### src/rtl/shifter_ctrl_pkg.sv
// Shared constants and FSM state encoding for the shifter arbitration controller.
package shifter_ctrl_pkg;

  localparam int unsigned DATA_W  = 16;
  localparam int unsigned SHIFT_W = 4;

  localparam logic DIR_LEFT  = 1'b0;
  localparam logic DIR_RIGHT = 1'b1;

  typedef enum logic [1:0] {
    IDLE  = 2'd0,
    EXEC  = 2'd1,
    EXEC2 = 2'd2,
    RESP  = 2'd3
  } state_t;

endpackage

### src/rtl/shifter_16b_top.sv
// Combinational logarithmic barrel shifter; vacated bits are zero-filled.
module shifter_16b_top #(
  parameter int unsigned DATA_W  = 16,
  parameter int unsigned SHIFT_W = 4
) (
  input  logic [DATA_W-1:0]  data,
  input  logic [SHIFT_W-1:0] shift,
  input  logic               dir,
  output logic [DATA_W-1:0]  result
);
  import shifter_ctrl_pkg::*;

  always_comb begin
    result = data;
    for (int unsigned i = 0; i < SHIFT_W; i++) begin
      if (shift[i]) begin
        if (dir == DIR_RIGHT) result = result >> (1 << i);
        else                  result = result << (1 << i);
      end
    end
  end

endmodule

### src/rtl/shifter_16b_arb_ctrl.sv
// Two-requester round-robin front end for one shared shifter_16b_top, one op in flight.
// Optional rotate support (two shifter passes) is enabled by defining SHIFT_ARB_ROTATE_EN.
module shifter_16b_arb_ctrl #(
  parameter int unsigned DATA_W  = shifter_ctrl_pkg::DATA_W,
  parameter int unsigned SHIFT_W = shifter_ctrl_pkg::SHIFT_W
) (
  input  logic               clk,
  input  logic               rst_n,
  input  logic               req0_valid,
  output logic               req0_ready,
  input  logic [DATA_W-1:0]  req0_data,
  input  logic [SHIFT_W-1:0] req0_shift,
  input  logic               req0_dir,
`ifdef SHIFT_ARB_ROTATE_EN
  input  logic               req0_rot,
  input  logic               req1_rot,
`endif
  input  logic               req1_valid,
  output logic               req1_ready,
  input  logic [DATA_W-1:0]  req1_data,
  input  logic [SHIFT_W-1:0] req1_shift,
  input  logic               req1_dir,
  output logic               rsp_valid,
  input  logic               rsp_ready,
  output logic [DATA_W-1:0]  rsp_data,
  output logic               rsp_id,
  output logic               busy
);
  import shifter_ctrl_pkg::*;

  state_t state, next;

  logic               last_grant;
  logic               grant;
  logic               any_valid;
  logic               accept;
  logic [DATA_W-1:0]  op_data;
  logic [SHIFT_W-1:0] op_shift;
  logic               op_dir;
  logic               op_id;
  logic [SHIFT_W-1:0] sh_shift;
  logic               sh_dir;
  logic [DATA_W-1:0]  sh_out;
`ifdef SHIFT_ARB_ROTATE_EN
  logic               op_rot;
  logic [DATA_W-1:0]  acc;
`endif

  // Under contention the requester that did not win last time is granted.
  assign any_valid = req0_valid | req1_valid;
  assign grant     = (req0_valid && req1_valid) ? ~last_grant : req1_valid;
  assign busy      = (state != IDLE);

  always_comb begin
    sh_shift = op_shift;
    sh_dir   = op_dir;
`ifdef SHIFT_ARB_ROTATE_EN
    // Second rotate pass: (DATA_W - s) wraps to -s in SHIFT_W bits.
    if (state == EXEC2) begin
      sh_shift = '0 - op_shift;
      sh_dir   = ~op_dir;
    end
`endif
  end

  shifter_16b_top #(
    .DATA_W (DATA_W),
    .SHIFT_W(SHIFT_W)
  ) u_shifter (
    .data  (op_data),
    .shift (sh_shift),
    .dir   (sh_dir),
    .result(sh_out)
  );

  always_comb begin
    next       = state;
    accept     = 1'b0;
    req0_ready = 1'b0;
    req1_ready = 1'b0;
    case (state)
      IDLE: begin
        if (rst_n && any_valid) begin
          accept     = 1'b1;
          req0_ready = ~grant;
          req1_ready = grant;
          next       = EXEC;
        end
      end
      EXEC: begin
`ifdef SHIFT_ARB_ROTATE_EN
        if (op_rot && (op_shift != '0)) next = EXEC2;
        else                            next = RESP;
`else
        next = RESP;
`endif
      end
      EXEC2: next = RESP;
      RESP:  if (rsp_ready) next = IDLE;
      default: next = IDLE;
    endcase
  end

  always_ff @(posedge clk) begin
    if (!rst_n) state <= IDLE;
    else        state <= next;
  end

  always_ff @(posedge clk) begin
    if (!rst_n) begin
      rsp_valid  <= 1'b0;
      rsp_data   <= '0;
      rsp_id     <= 1'b0;
      last_grant <= 1'b1;
      op_data    <= '0;
      op_shift   <= '0;
      op_dir     <= DIR_LEFT;
      op_id      <= 1'b0;
`ifdef SHIFT_ARB_ROTATE_EN
      op_rot     <= 1'b0;
      acc        <= '0;
`endif
    end else begin
      case (state)
        IDLE: begin
          if (accept) begin
            op_data    <= grant ? req1_data  : req0_data;
            op_shift   <= grant ? req1_shift : req0_shift;
            op_dir     <= grant ? req1_dir   : req0_dir;
            op_id      <= grant;
            last_grant <= grant;
`ifdef SHIFT_ARB_ROTATE_EN
            op_rot     <= grant ? req1_rot   : req0_rot;
`endif
          end
        end
        EXEC: begin
`ifdef SHIFT_ARB_ROTATE_EN
          if (next == EXEC2) begin
            acc <= sh_out;
          end else begin
            rsp_data  <= sh_out;
            rsp_id    <= op_id;
            rsp_valid <= 1'b1;
          end
`else
          rsp_data  <= sh_out;
          rsp_id    <= op_id;
          rsp_valid <= 1'b1;
`endif
        end
        EXEC2: begin
`ifdef SHIFT_ARB_ROTATE_EN
          rsp_data  <= acc | sh_out;
          rsp_id    <= op_id;
          rsp_valid <= 1'b1;
`endif
        end
        RESP: begin
          if (rsp_ready) rsp_valid <= 1'b0;
        end
        default: ;
      endcase
    end
  end

endmodule

### config.mk
export PLATFORM = sky130hd
export DESIGN_NAME = shifter_16b_arb_ctrl
export DESIGN_NICKNAME = d
export VERILOG_FILES = /design/src/rtl/shifter_ctrl_pkg.sv /design/src/rtl/shifter_16b_top.sv /design/src/rtl/shifter_16b_arb_ctrl.sv
export SDC_FILE = /design/constraint.sdc
export NUM_CORES = 1
export LEC_CHECK = 0
export ABC_AREA = 1
export CAP_MARGIN = 20
export CORE_UTILIZATION = 40
export DETAILED_ROUTE_END_ITERATION = 8
export PLACE_DENSITY = 0.65
export SYNTH_ARGS = -nofsm -noshare
export SYNTH_HDL_FRONTEND = slang
export SYNTH_HIERARCHICAL = 1
export SYNTH_SLANG_ARGS = --single-unit
### constraint.sdc
create_clock -name clk -period 1.8 [get_ports clk]
set_clock_uncertainty 0.05 [all_clocks]
set_input_delay 0.18 -clock clk [delete_from_list [all_inputs] [get_ports clk]]
set_output_delay 0.18 -clock clk [all_outputs]
set_load 0.01 [all_outputs]
==> results of run 1 <==
[path summary, 6_finish.rpt]
kind | startpoint | end | slack [ns] | depth (start not counted)
max | state[1] | busy | 0.08 | 4
min | rsp_valid | rsp_valid | 0.43 | 2
max reg2reg | op_shift[0] | rsp_data[10] | 0.19 | 11
min reg2reg | rsp_valid | rsp_valid | 0.43 | 2
[sequential cells by signal (all words and copies together), names as in the netlist]
name / count
rsp_data: 16
rsp_valid: 1
state: 2
rsp_id: 1
op_data: 16
op_dir: 1
op_id: 1
op_shift: 4
last_grant: 1
[Yosys cell counts, types with 5 or more instances]
cell / number / area, µm²
nand3_1: 50 / 250
o21ai_0: 20 / 100
buf_4: 6 / 45.0
nor2_1: 40 / 150
buf_6: 6 / 67.6
a21oi_1: 25 / 125
dfxtp_1: 43 / 861
nand3_2: 40 / 400
clkbuf_1: 5 / 18.8
buf_2: 14 / 70.1
inv_1: 14 / 52.6
nand2_1: 258 / 968
[metal layers]
metal | vias to the layer above | GRT usage [%]
met5 | - | 0
met4 | 0 | 6.38
met1 | 1492 | 24.7
li1 | 1823 | -
met3 | 10 | 2.82
met2 | 76 | 33.4
[worst min-delay path: cells and delay by family (launching register included)]
family             cells  cell delay, ns
and+or+nand+nor        1            0.06
AOI/OAI and AO/OA      1            0.05
DFF                    1            0.32
[power by group through the flow]
stage	sequential (mW)	combinational (mW)	clock, mW
6_report	1.23	1.37	0.593
5_1_grt	1.26	1.54	0.658
4_1_cts	1.23	1.35	0.614
3_5_place_dp	1.25	1.34	0
3_3_place_gp	1.25	1.32	0
2_1_floorplan	1.28	0.807	0
[what timing repair did]
action,4_1_cts,5_1_grt
buffers inserted,0,1
gates resized for setup,4,5
endpoints found under the hold margin,0,0
setup endpoints to repair,3,18
[per-stage QoR]
step	setup WS, ns	power [mW]
after floorplan	0.355	2.09
after global placement	-0.0183	2.58
after detailed placement	-0.0441	2.60
after CTS	0.0513	3.20
after global routing	0.00532	3.45
final	0.0817	3.19
[final cells by class]
type                    instances  area share, %
well taps                     102           3.13
inverters                      22           2.12
clock buffers                   6           1.78
flip-flops and latches         43           21.2
multi-input cells             440           51.1
repair buffers                 85           20.3
clock inverters                 2          0.307
[logic make-up after synthesis]
| group | after synthesis |
|---|---|
| adders and majority gates | 4 |
| buffers and inverters | 54 |
| AOI/OAI and AO/OA | 46 |
| and+or+nand+nor | 390 |
| DFF | 43 |
==> impl_results.md, run 1 <==
- Status: completed
- Primary FF master, synth: dfxtp_1
- Worst path most repeated cell: inv_1
- Initial antenna violation count: 0
- Synth unique cells: 20
- Seq/Total Area, Yosys: 26.6%
- Syn-to-layout area delta: 26.1%
- Share of cells above drive strength 1: 13.0%
- Synth Instances: 537
- H-tree depth: 2
- Syn_area_per_cell: 6.02 µm²
- Dpl cells: 691
- Setup crit end kind: output pin
- CTS clk-pin slew, worst paths: 0.08 ns
- Detailed Route Iter0 Violations: 200
- Clock Path Buffers: 2
- DR WL met3: 305 µm
- HPWL Detailed: 6050 µm
- Area of the multi-input gates: 2080 µm²
- CTS sink cnt: 43
- Max-slew violations: 0
- Setup_tns: 0 ns
- Combined flip-flop and latch cell area: 863 µm²
- Overall routing resource usage: 19.4%
- Post-synth net total: 588
- Ys async rst share: 0%
- Top Metal Used: met4
- Post-DP Area: 3960 µm²
- Maximum resistive drop on vdd: 0.000483 V
- Switching pwr: 1.19 mW
- P_leak: 2.00 nW
- Sw Share: 37.2%
- Final hold violation count: 0
- Crit Path Category: reg -> out
- Final ANT Viol Nets: 0
- Fin area: 4070 µm²
- First-pass GRT wire length: 13700 µm
- DRC viols: 0
- Crit path max-delay family: buffers and inverters
- Combinational power share: 42.8%
- Number of buffers added on ports: 67
- Final WL: 7650 µm
- Pre-antenna DRT Iters: 4
- Xor and xnor fraction of the mapped netlist area: 0%
- Fin crit period: 1.72 ns
- Synth Area in Adders: 1.55%
- Final core occ: 52.4%
- Most common cell after layout, fill and taps aside: nand2_1
- Number of global-route vias before repair: 3226
- Rows: 32
- TritonCTS clock tree: built
- Leading cell types in the layout, fill and taps excluded: 258 x nand2_1, 65 x clkdlybuf4s50_1, 50 x nand3_1
- Worst-Skew Late Latency: 0.29 ns
- Pwr dens: 784 nW/µm²
- Synth Area in Compound Gates: 7.24%
- WP buf/inv: 3
- Max_cap viols: 0
- Main combinational cell family by area after synthesis: simple AND/OR/NAND/NOR gates
- Largest net degree at the start of global routing: 24
- Starting Density: 41.6%
- Hold-fix buffers, CTS: 0
- Post-synthesis mux area share: 0%
- RSZ-0062 raised after global routing: false
- Clock Power Share: 18.6%
- RePlAce Congestion: 0.833
- Int Power: 2.01 mW
- Synth Cell Area: 3230 µm²
- Slowest-stage cell, CP: clkdlybuf4s50_1
- Crit path cell chain: inv_1 -> ha_4 -> inv_1 -> clkdlybuf4s50_1
- Total number of yosys warnings: 6
- Clock root buffer: clkbuf_8
- Detailed-route vias per instance: 4.86
- Max FO, Critical Path: 4
- Die X-Extent: 91.9 µm
- Via count: 3401
- Met1 wire length: 3720 µm
- ANT cells: 0
- Final period util: 95.5%
- Slew Limit Headroom: 58.0%
- # fillers: 820
- Remaining global-route overflow: 0
- Hold/Removal Path Class: reg -> reg
- CP startpoint kind: flop
- DR WL met2: 3510 µm
- Number of buffers created by CTS: 5
- Worst slew pin tran: 0.629 ns
- Flop pwr share: 38.6%
- Max stage delay on crit path: 0.53 ns
- Wire per inst: 10.9 µm
- Post-route insts no fill: 700
- Simple-gate share of the synthesized area: 55.1%
- CP Data Required Time: 1.57 ns
- Top Ports: 68
- Final setup viols: 0
- Fmax: 0.582 GHz
- Die Y: 91.9 µm
- Hold slack: 0.429 ns
- Core area: 7770 µm²
- Post-synth EDFFs: 0
- Seq cells post-synth: 43
- Nets@finish: 648
- Worst path arrival time: 1.49 ns
- Die area: 8440 µm²
Note: power is estimated with default switching activity, not from simulation.
==> run 2: changes to the inputs <==
Settings changed: CORE_UTILIZATION 40 to 52, PLACE_DENSITY 0.65 to 0.81.
==> impl_results.md, run 2 (synthesis results as in run 1) <==
- First-pass GRT wire length: 13100 µm (was 13700 µm)
- Worst path arrival time: 1.48 ns (was 1.49 ns)
- Detailed Route Iter0 Violations: 255 (was 200)
- Die Y: 80.8 µm (was 91.9 µm)
- Pre-antenna DRT Iters: 5 (was 4)
- Crit path max-delay family: buffers and inverters (unchanged)
- Initial antenna violation count: 0 (unchanged)
- Number of buffers created by CTS: 5 (unchanged)
- Most common cell after layout, fill and taps aside: nand2_1 (unchanged)
- Crit path cell chain: inv_1 -> ha_2 -> nand3_2 -> clkinv_2 -> nand2_1 -> inv_1 -> dlygate4sd2_1 (was inv_1 -> ha_4 -> inv_1 -> clkdlybuf4s50_1)
- Max FO, Critical Path: 4 (unchanged)
- CTS sink cnt: 43 (unchanged)
- Setup_tns: 0 ns (unchanged)
- Share of cells above drive strength 1: 12.6% (was 13.0%)
- CP Data Required Time: 1.57 ns (about the same)
- CP startpoint kind: flop (unchanged)
- Final core occ: 67.2% (was 52.4%)
- Fin crit period: 1.71 ns (was 1.72 ns)
- Rows: 28 (was 32)
- Final hold violation count: 0 (unchanged)
- Wire per inst: 11.5 µm (was 10.9 µm)
- Max-slew violations: 0 (unchanged)
- Pwr dens: 791 nW/µm² (was 784 nW/µm²)
- RSZ-0062 raised after global routing: false (unchanged)
- Post-route insts no fill: 671 (was 700)
- Maximum resistive drop on vdd: 0.000654 V (was 0.000483 V)
- Worst path most repeated cell: inv_1 (unchanged)
- Starting Density: 54.3% (was 41.6%)
- Slew Limit Headroom: 58.5% (was 58.0%)
- Dpl cells: 663 (was 691)
- Nets@finish: 646 (was 648)
- Clock root buffer: clkbuf_8 (unchanged)
- Hold/Removal Path Class: reg -> reg (unchanged)
- Post-DP Area: 3910 µm² (was 3960 µm²)
- Detailed-route vias per instance: 5.20 (was 4.86)
- HPWL Detailed: 5960 µm (was 6050 µm)
- Clock Path Buffers: 2 (unchanged)
- Post-CTS Setup Bufs: 0 (unchanged)
- Min-delay src: op_id (was rsp_valid)
- Fmax: 0.586 GHz (was 0.582 GHz)
- Top Ports: 68 (unchanged)
- Largest net degree at the start of global routing: 30 (was 24)
- Remaining global-route overflow: 0 (unchanged)
- Max stage delay on crit path: 0.37 ns (was 0.53 ns)
- Max_cap viols: 0 (unchanged)
- Total Power: 3.17 mW (was 3.19 mW)
- Status: completed (unchanged)
- Core area: 5960 µm² (was 7770 µm²)
- WP buf/inv: 4 (was 3)
- Setup crit end kind: output pin (unchanged)
- Final setup viols: 0 (unchanged)
- Die area: 6530 µm² (was 8440 µm²)
- Final ANT Viol Nets: 0 (unchanged)
- Slowest-stage cell, CP: dfxtp_2 (was clkdlybuf4s50_1)
- Crit Path Category: reg -> out (unchanged)
- Biggest regs: op_data (16), rsp_data (16), op_shift (4) (unchanged)
- Number of global-route vias before repair: 3104 (was 3226)
- DRC viols: 0 (unchanged)
- RePlAce Congestion: 0.928 (was 0.833)
- Die X-Extent: 80.8 µm (was 91.9 µm)
- Worst-Skew Late Latency: 0.29 ns (about the same)
- CTS clk-pin slew, worst paths: 0.08 ns (about the same)
- Worst slew pin tran: 0.622 ns (was 0.629 ns)
- Final period util: 94.9% (was 95.5%)
- P_leak: 2.00 nW (about the same)
- Hold-fix buffers, CTS: 0 (unchanged)
- ANT cells: 0 (unchanged)
- Via count: 3492 (was 3401)
- Overall routing resource usage: 24.9% (was 19.4%)
- Leading cell types in the layout, fill and taps excluded: 258 x nand2_1, 64 x clkdlybuf4s50_1, 50 x nand3_1 (was 258 x nand2_1, 65 x clkdlybuf4s50_1, 50 x nand3_1)
- R2r setup slk: 0.16 ns (was 0.19 ns)
- TritonCTS clock tree: built (unchanged)
- Number of buffers added on ports: 67 (unchanged)
- Fin area: 4000 µm² (was 4070 µm²)
- Critical path launch point: state[1] (unchanged)
- R2r startpoint: op_dir (was op_shift[0])
- Final WL: 7730 µm (was 7650 µm)
- H-tree depth: 2 (unchanged)
- Syn-to-layout area delta: 23.8% (was 26.1%)
## run 2: worst register-to-register path: stages, from the launching register on
cell	delay (ns)
dfxtp_1	0.39
buf_4	0.18
nor2_2	0.07
buf_4	0.17
nand2_1	0.08
nand3_2	0.12
nand2_1	0.11
nand3_2	0.08
nand2_1	0.06
nand2_1	0.05
nor2_1	0.12
nor2_1	0.07
## run 2: cell type report
class                   count  area [µm²]
repair buffers             83         803
flip-flops and latches     43         862
clock buffers               6        72.6
well taps                  75        93.8
clock inverters             2        12.5
multi-input cells         440        2070
inverters                  22        83.8
fillers                   571        1950
## run 2: final timing paths
check	endpoint	cells after the start
worst max-delay path	req1_ready	7
worst min-delay path	op_id	2
worst max register to register	rsp_data[9]	11
worst min register to register	op_id	2
## run 2: repair_timing
| item | 4_1_cts | 5_1_grt |
|---|---|---|
| endpoints found under the setup margin | 3 | 18 |
| hold endpoints to repair | 0 | 0 |
| gates resized for setup | 3 | 4 |
## run 2: power breakdown
group / internal, mW / switching, mW
Clock: 0.271 / 0.320
Sequential: 1.12 / 0.122
Combinational: 0.587 / 0.749
## run 2: routing by layer
layer,GRT usage (%),share of wire (%)
met5,0,0
met4,6.61,0.84
met3,3.60,3.3
met2,43.0,48
met1,32.2,47
## run 2: metrics by stage
stage          setup WS, ns  hold slack, ns
6_report             0.0926           0.421
5_1_grt              0.0151           0.444
4_1_cts             0.00798           0.420
3_5_place_dp        -0.0539           0.407
3_3_place_gp       -0.00471           0.405
2_1_floorplan         0.355           0.268
